**src/rtl/sirv_gnrl_dffpipe.sv**
```systemverilog
// Elastic multi-stage register pipeline with valid/ready on both sides.
// Empty stages always accept (bubble collapse); flush drops items, reset also restores data.
module sirv_gnrl_dffpipe #(
    parameter int              DW      = 32,
    parameter int              DEPTH   = 2,
    parameter logic [DW-1:0]   RST_VAL = {DW{1'b1}},
    parameter int              CW      = $clog2(DEPTH + 1)
) (
    input  logic          clk,
    input  logic          rst,
    input  logic          i_vld,
    output logic          i_rdy,
    input  logic [DW-1:0] i_dat,
    output logic          o_vld,
    input  logic          o_rdy,
    output logic [DW-1:0] o_dat,
    input  logic          flush,
    output logic [CW-1:0] count
);

    logic [DEPTH-1:0] vld_r;
    logic [DW-1:0]    dat_r [DEPTH];
    logic [DEPTH-1:0] rdy_s;
    logic [DEPTH-1:0] vin_s;
    logic [DW-1:0]    din_s [DEPTH];
    logic [CW-1:0]    count_r;
    logic             in_xfer_s;
    logic             out_xfer_s;

    // Stage k is ready when it, or any stage downstream of it, is empty, or o_rdy is high.
    always_comb begin
        logic acc_s;
        acc_s = o_rdy;
        for (int k = DEPTH - 1; k >= 0; k--) begin
            acc_s    = acc_s | ~vld_r[k];
            rdy_s[k] = acc_s;
        end
    end

    assign i_rdy      = rdy_s[0] & ~flush & ~rst;
    assign in_xfer_s  = i_vld & i_rdy;
    assign out_xfer_s = vld_r[DEPTH-1] & o_rdy;

    // Incoming valid/data for each stage: stage 0 from the upstream port, others from the previous stage.
    always_comb begin
        vin_s[0] = in_xfer_s;
        din_s[0] = i_dat;
        for (int k = 1; k < DEPTH; k++) begin
            vin_s[k] = vld_r[k-1];
            din_s[k] = dat_r[k-1];
        end
    end

    // Stage registers: reset restores data, flush only clears the valids.
    always_ff @(posedge clk) begin
        if (rst) begin
            vld_r <= '0;
            for (int k = 0; k < DEPTH; k++) begin
                dat_r[k] <= RST_VAL;
            end
        end else if (flush) begin
            vld_r <= '0;
        end else begin
            for (int k = 0; k < DEPTH; k++) begin
                if (rdy_s[k]) begin
                    vld_r[k] <= vin_s[k];
                    if (vin_s[k]) begin
                        dat_r[k] <= din_s[k];
                    end
                end
            end
        end
    end

    // Occupancy counter tracks transfers; simultaneous in and out leave it unchanged.
    always_ff @(posedge clk) begin
        if (rst) begin
            count_r <= '0;
        end else if (flush) begin
            count_r <= '0;
        end else begin
            case ({in_xfer_s, out_xfer_s})
                2'b10:   count_r <= count_r + CW'(1'b1);
                2'b01:   count_r <= count_r - CW'(1'b1);
                default: count_r <= count_r;
            endcase
        end
    end

    assign o_vld = vld_r[DEPTH-1];
    assign o_dat = dat_r[DEPTH-1];
    assign count = count_r;

endmodule

```
**config.mk**
```make
export PLATFORM = sky130hd
export DESIGN_NAME = sirv_gnrl_dffpipe
export DESIGN_NICKNAME = d
export VERILOG_FILES = /design/src/rtl/sirv_gnrl_dffpipe.sv
export SDC_FILE = /design/constraint.sdc
export NUM_CORES = 1
export LEC_CHECK = 0
export ABC_AREA = 1
export CORE_MARGIN = 2
export CORE_UTILIZATION = 30
export CTS_BUF_LIST = sky130_fd_sc_hd__clkbuf_8
export CTS_CLUSTER_DIAMETER = 40
export CTS_CLUSTER_SIZE = 24
export DETAILED_ROUTE_END_ITERATION = 12
export HOLD_SLACK_MARGIN = 0.06
export SETUP_SLACK_MARGIN = 0.15
export SLEW_MARGIN = 0
export SYNTH_ARGS = -nofsm -noshare
export SYNTH_HDL_FRONTEND = slang
export SYNTH_SLANG_ARGS = --single-unit
export TNS_END_PERCENT = 100
```
**constraint.sdc**
```tcl
create_clock -name clk -period 2.7 [get_ports clk]
set_clock_uncertainty 0.2 [all_clocks]
set_input_delay 0.405 -clock clk [delete_from_list [all_inputs] [get_ports clk]]
set_output_delay 0.405 -clock clk [all_outputs]
set_load 0.01 [all_outputs]
```
==> impl_results.md, run 1 <==
- Status: finished clean
- Number of setup buffers added after CTS: 0
- ANT cells: 0
- Die X-Extent: 104.9 um
- Reg power frac: 59.3%
- Worst skew pair latency: 0.33 ns
- Starting Density: 31.12%
- Synthesized flop and latch total: 68
- Core Region: 9819 um2
- DP Wirelength: 3108 um
- Worst Path Arrival: 1.74 ns
- Total congestion overflow: 0
- Top cells by area, synth: edfxtp_1 (63%), inv_1 (9.0%), buf_4 (7.9%)
- Clk slew on worst S/H paths: 0.07 ns
- Hold_sp: dat_r[0][16]
- Hold Path Class: reg2reg
- GRT Total Usage: 8.718%
- Num rows: 36
- Worst slew pin tran: 0.4473 ns
- Syn Nets: 305
- Final core utilization: 38.81%
- Vias/cell: 3.721
- Largest net degree at the start of global routing: 65
- Synth Flop Type: edfxtp_1
- Crit path top cell by count: clkdlybuf4s50_1
- Final Hold Viols: 0
- Final instance area: 3811 um2
- Final Critical Period: 2.349 ns
- Syn avg cell area: 11.44 um2
- Share of layout cells above drive strength 1: 12.58%
- Area of the multi-input gates: 459.2 um2
- Worst r2r src: vld_r[0]
- Root Buffer: clkbuf_8
- Async set-reset flop share out of synthesis: 0%
- Final Max Tran Viols: 0
- CTS tree: yes
- DR WL met2: 2266 um
- FMAX: 0.4256 GHz
- CP required: 2.10 ns
- WL/cell: 10.15 um
- Post-synth EDFFs: 64
- Post-Route M1 WL: 1908 um
- Reg area: 2002 um2
- Final setup viols: 0
- Max-cap viol count: 0
- Crit path buf inv count: 3
- Setup WS post-layout: 0.3506 ns
- Yosys cell types: 17
- Detailed-route via count: 1678
- Drt drc: 0
- Synth Cell Area: 3055 um2
- Routability cong.: 0.6631
- Max Buffers Root-to-Sink: 2
- Syn-to-layout area delta: 24.73%
- Slowest CP cell: clkdlybuf4s50_1
- Pwr dens: 524.0 nW/um2
- RSZ-0062 raised after global routing: no
- Design internal power: 1.570 mW
- Setup CP Type: in2out
- Clk network pwr share: 32.9%
- Switching power: 427.2 uW
- # port buffers: 72
- Fin nets: 352
- Final Cycle Share: 87.02%
- Critical Path Start Type: input pin
- Cells along the critical path: clkdlybuf4s50_1, nor2_4, nand2_1, inv_1, clkdlybuf4s50_1
- Highest routed layer: met4
- Met3 WL: 306 um
- Largest area contributor in the netlist: edfxtp_1
- Critical Path End Type: output port
- Top-area cell type share of the netlist area: 62.90%
- Placed inst area: 3662 um2
- Slew HR: 70.18%
- VDD IR-drop max: 0.2013 mV
- Clk sinks: 68
- Syn. warnings: 0
- Initial antenna violation count: 0
- Final wirelength: 4576 um
- DR pass1 iterations: 4
- Count leader, synth: inv_1
- Synth top cells by count: inv_1 (73), edfxtp_1 (64), nand2_1 (53)
- Pre-CTS setup slack: 0.3239 ns
- Critical path's top delay family: buffers and inverters
- Setup crit start: rst
- Register area share after synthesis: 65.52%
- Sw Ratio: 21.39%
- Max incr delay on CP: 0.52 ns
- Antenna Violating Nets Remaining: 0
- Syn Inst Count: 267
- P_leak: 1.515 nW
- Min Hold Slack: 0.2997 ns
- Die area: 11010 um2
- I/O Pins: 73
- Setup TNS: 0 ns
- Post-CTS resize count: 0
- Combinational fraction of design power: 7.8%
- Htree depth: 3
- CTS Buf Count: 9
- Global-route wire length before repair: 7300 um
- Critical path fanouts, max: 6
- 1st-iter DRT viols: 64
- Die Span Y: 104.9 um
- Fillers: 1006
- Vias in the first global route: 1587
- Hold-fix buffers, CTS: 0
## kinds of logic (layout without fill, tap and decap cells)
family | Yosys count | in the layout | synth area share, %
AO/OA/AOI/OAI | 4 | 4 | 0.6549
adder cells (fa/ha/maj) | 1 | 1 | 0.4094
buffers and inverters | 111 | 162 | 19.61
flip-flops | 68 | 68 | 65.52
AND/OR/NAND/NOR | 83 | 83 | 13.80
## routing by layer
layer | track usage, % | vias up
li1 | - | 862
met1 | 9.697 | 756
met2 | 14.33 | 51
met3 | 3.306 | 9
met4 | 4.857 | 0
met5 | 0 | -
## cell type report
type                    instances  area share (%)
well taps                     133           4.366
multi-input cells              88           12.05
clock inverters                 6          0.6566
clock buffers                   9           3.250
inverters                      73           7.190
flip-flops and latches         68           52.53
repair buffers                 74           19.96
## stage by stage
step / std cells / power [mW]
after floorplan: 267 / 1.291
after global placement: 436 / 1.364
after detailed placement: 436 / 1.366
after CTS: 451 / 2.027
after global routing: 451 / 2.080
final: 451 / 1.997
## sequential cells by signal, indices dropped and copies added (netlist names)
signal and cells:
count 2, dat_r 64, vld_r 2
## power by group through the flow
stage               combinational [mW]  clock [mW]  sequential (mW)
floorplan                       0.0832           0             1.21
global placement                 0.156           0             1.21
detailed placement               0.159           0             1.21
CTS                              0.159       0.683             1.18
global route                     0.173       0.721             1.19
finish                           0.155       0.657             1.18
## worst reg2reg max path, delay by kind of cell (launching register included)
family,cells,cell delay [ns]
DFF,1,0.36
and+or+nand+nor,4,0.78
## cell usage in the layout, fill, tap and decap left out
cell,count
a21oi_1,3
buf_12,2
clkbuf_8,9
clkdlybuf4s50_1,72
clkinv_1,2
clkinv_2,2
dfxtp_1,4
edfxtp_1,64
ha_1,1
inv_1,75
nand2_1,51
nand2_2,22
nand2_8,1
nand3_2,1
nand3_4,2
nand4_1,1
nor2_1,4
nor2_4,1
o21ai_0,1
## path summary, 6_finish.rpt
kind,to,cells after the start,slack [ns]
max,i_rdy,5,0.35
min,dat_r[0][48],2,0.30
min reg2reg,dat_r[0][48],2,0.30
max reg2reg,dat_r[0][12],4,1.08
(Power assumes the default switching activity.)
==> run 2, diff against run 1 <==
--- a/config.mk
+++ b/config.mk
@@ -18,4 +18,4 @@
 export SYNTH_ARGS = -nofsm -noshare
 export SYNTH_HDL_FRONTEND = slang
 export SYNTH_SLANG_ARGS = --single-unit
-export TNS_END_PERCENT = 100
+export TNS_END_PERCENT = 30
==> results of run 2 <==
Final layout, timing and power as in run 1 (identical DEF).
==> run 3, diff against run 2 <==
--- a/config.mk
+++ b/config.mk
@@ -9,7 +9,6 @@
 export CORE_MARGIN = 2
 export CORE_UTILIZATION = 30
 export CTS_BUF_LIST = sky130_fd_sc_hd__clkbuf_8
-export CTS_CLUSTER_DIAMETER = 40
 export CTS_CLUSTER_SIZE = 24
 export DETAILED_ROUTE_END_ITERATION = 12
 export HOLD_SLACK_MARGIN = 0.06
==> constraint.sdc (replaced) <==
create_clock -name clk -period 2.6 [get_ports clk]
set_clock_uncertainty 0.2 [all_clocks]
set_input_delay 0.39 -clock clk [delete_from_list [all_inputs] [get_ports clk]]
set_output_delay 0.39 -clock clk [all_outputs]
set_load 0.01 [all_outputs]
==> run 3 against run 2 <==
  * Via count increased by 1.4%
  * Clock power increased by 5.9%
  * Sequential cell count unchanged
  * Design area decreased by 0.20%
  * Setup slack got worse by 0.066 ns
  * Clock-buffer cell count unchanged
  * Non-clock buffer count increased by 1
  * First-iteration DRC count decreased by 36%
  * Cell count unchanged
  * Utilization decreased by 0.076 points
  * Critical path depth unchanged
  * Total power increased by 4.5%
  * Largest power group unchanged
  * Highest routed layer unchanged
==> impl_results.md, run 3 (same netlist as run 1, synthesis figures left out) <==
- Hold Path Class: reg2reg
- Die X-Extent: 104.9 um (unchanged)
- Hold Path Depth: 2 (unchanged)
- Vias/cell: 3.774 (+1.4%)
- Crit path top cell by count: clkdlybuf4s50_1
- Crit path buf inv count: 3 (unchanged)
- Critical path fanouts, max: 6 (unchanged)
- Max Buffers Root-to-Sink: 2 (unchanged)
- Slew HR: 68.92% (-1.3 points)
- Worst R2R Path Depth: 8 (+4)
- CTS tree: yes
- Final Cycle Share: 89.05%
- Slowest CP cell: clkdlybuf4s50_1
- Max reg flops: 64 (unchanged)
- Worst skew pair latency: 0.34 ns (about the same)
- Pre-CTS setup slack: 0.2622 ns (-0.06167 ns)
- Detailed-route via count: 1702 (+1.4%)
- Die Span Y: 104.9 um (unchanged)
- Drt drc: 0 (unchanged)
- Max-cap viol count: 0 (unchanged)
- FMAX: 0.4319 GHz
- Routability cong.: 0.6599 (-0.48%)
- Critical Path Start Type: input pin
- Core Region: 9819 um2 (unchanged)
- Setup CP Type: in2out
- Syn-to-layout area delta: 24.49%
- WL/cell: 10.48 um (+3.3%)
- Hold-fix buffers, CTS: 0 (unchanged)
- Total congestion overflow: 0 (unchanged)
- Final wirelength: 4728 um (+3.3%)
- Post-CTS resize count: 0 (unchanged)
- Hold_sp: dat_r[0][9]
- ANT cells: 0 (unchanged)
- Most frequent cells in the layout: inv_1 (74), clkdlybuf4s50_1 (72), edfxtp_1 (64), nand2_1 (51), nand2_2 (22)
- CTS Buf Count: 9 (unchanged)
- P_leak: 1.513 nW (-0.18%)
- Final Critical Period: 2.315 ns
- Initial antenna violation count: 0 (unchanged)
- Status: finished clean
- Worst Path Arrival: 1.73 ns (about the same)
- RSZ-0062 raised after global routing: no
- Worst R2R End: count[1]
- Setup TNS: 0 ns (unchanged)
- Worst r2r src: vld_r[0]
- Clk sinks: 68 (unchanged)
- Number of setup buffers added after CTS: 0 (unchanged)
- R2r setup slk: 1.00 ns (-0.08 ns)
- DP Wirelength: 3143 um (+1.2%)
- Fillers: 993 (-1.3%)
- Most common cell after layout, fill and taps aside: inv_1
- Clk slew on worst S/H paths: 0.06 ns (about the same)
- Cells along the critical path: clkdlybuf4s50_1, nor2_4, nand2_1, inv_1, clkdlybuf4s50_1
- I/O Pins: 73 (unchanged)
- Antenna Violating Nets Remaining: 0 (unchanged)
- Share of layout cells above drive strength 1: 13.21% (+0.63 points)
- Max incr delay on CP: 0.52 ns (about the same)
- Critical path's top delay family: buffers and inverters
- Final setup viols: 0 (unchanged)
- Largest net degree at the start of global routing: 65 (unchanged)
- DR pass1 iterations: 4 (unchanged)
- Hold Path End: dat_r[0][41]
- VDD IR-drop max: 0.1906 mV (-5.3%)
- Root Buffer: clkbuf_8
- Vias in the first global route: 1661 (+4.7%)
- Critical Path End Type: output port
- GRT Total Usage: 9.078% (+0.36 points)
- # port buffers: 72 (unchanged)
- Htree depth: 3 (unchanged)
- Fin nets: 353 (+0.28%)
- Die area: 11010 um2 (unchanged)
- Register bank with the most flops: dat_r
- Pwr dens: 548.7 nW/um2 (+4.7%)
- 1st-iter DRT viols: 41 (-36%)
- Final Max Tran Viols: 0 (unchanged)
- Worst slew pin tran: 0.4663 ns (+0.01893 ns)
- Setup WS post-layout: 0.2847 ns (-0.06584 ns)
- Setup crit start: rst
- Global-route wire length before repair: 7734 um (+5.9%)
- CP required: 2.01 ns (-0.09 ns)
- Num rows: 36 (unchanged)
- Starting Density: 31.12% (unchanged)
- Final Hold Viols: 0 (unchanged)
## run 3: worst max path at each step
stage                        endpoint  cells past startpoint
after floorplan           dat_r[0][0]                      3
after global placement          i_rdy                      5
after detailed placement        i_rdy                      5
after CTS                       i_rdy                      5
after global routing            i_rdy                      5
final                           i_rdy                      5
## run 3: area by class of cell
cell class / instances / area, um2 / area share [%]
clock buffer: 9 / 123.9 / 3.257
clock inverter: 5 / 22.52 / 0.5921
inverter: 73 / 274.0 / 7.204
multi-input combinational: 88 / 459.2 / 12.07
sequential: 68 / 2002 / 52.63
tap: 133 / 166.4 / 4.375
timing repair buffer: 75 / 755.7 / 19.87
## run 3: metal layers
layer	GRT usage [%]	wire [um]	up-vias
li1	-	-	865
met1	10.42	2018	778
met2	15.03	2335	52
met3	2.745	305	7
met4	5.143	69	0
met5	0	0	-
## run 3: per-stage QoR
stage	util (%)	hold WS (ns)	std cells	area, um2	power (mW)
global route	38.74	0.3106	451	3804	2.177
detailed placement	37.25	0.2858	437	3657	1.419
global placement	37.25	0.2835	437	3657	1.416
CTS	38.74	0.3022	451	3804	2.120
floorplan	-	0.2786	267	3055	1.340
finish	38.74	0.3003	451	3804	2.087
## run 3: power by group
group	switching, mW	internal [mW]
combinational	0.0789	0.0823
sequential	0.00638	1.22
clock	0.373	0.324
## run 3: worst register-to-register path, stage by stage, from the launching register on
cell	delay, ns
dfxtp_1	0.36
nand3_2	0.13
nand3_4	0.13
ha_1	0.36
inv_1	0.09
nand2_1	0.06
nor2_1	0.10
nor2_1	0.05
nor2_1	0.09
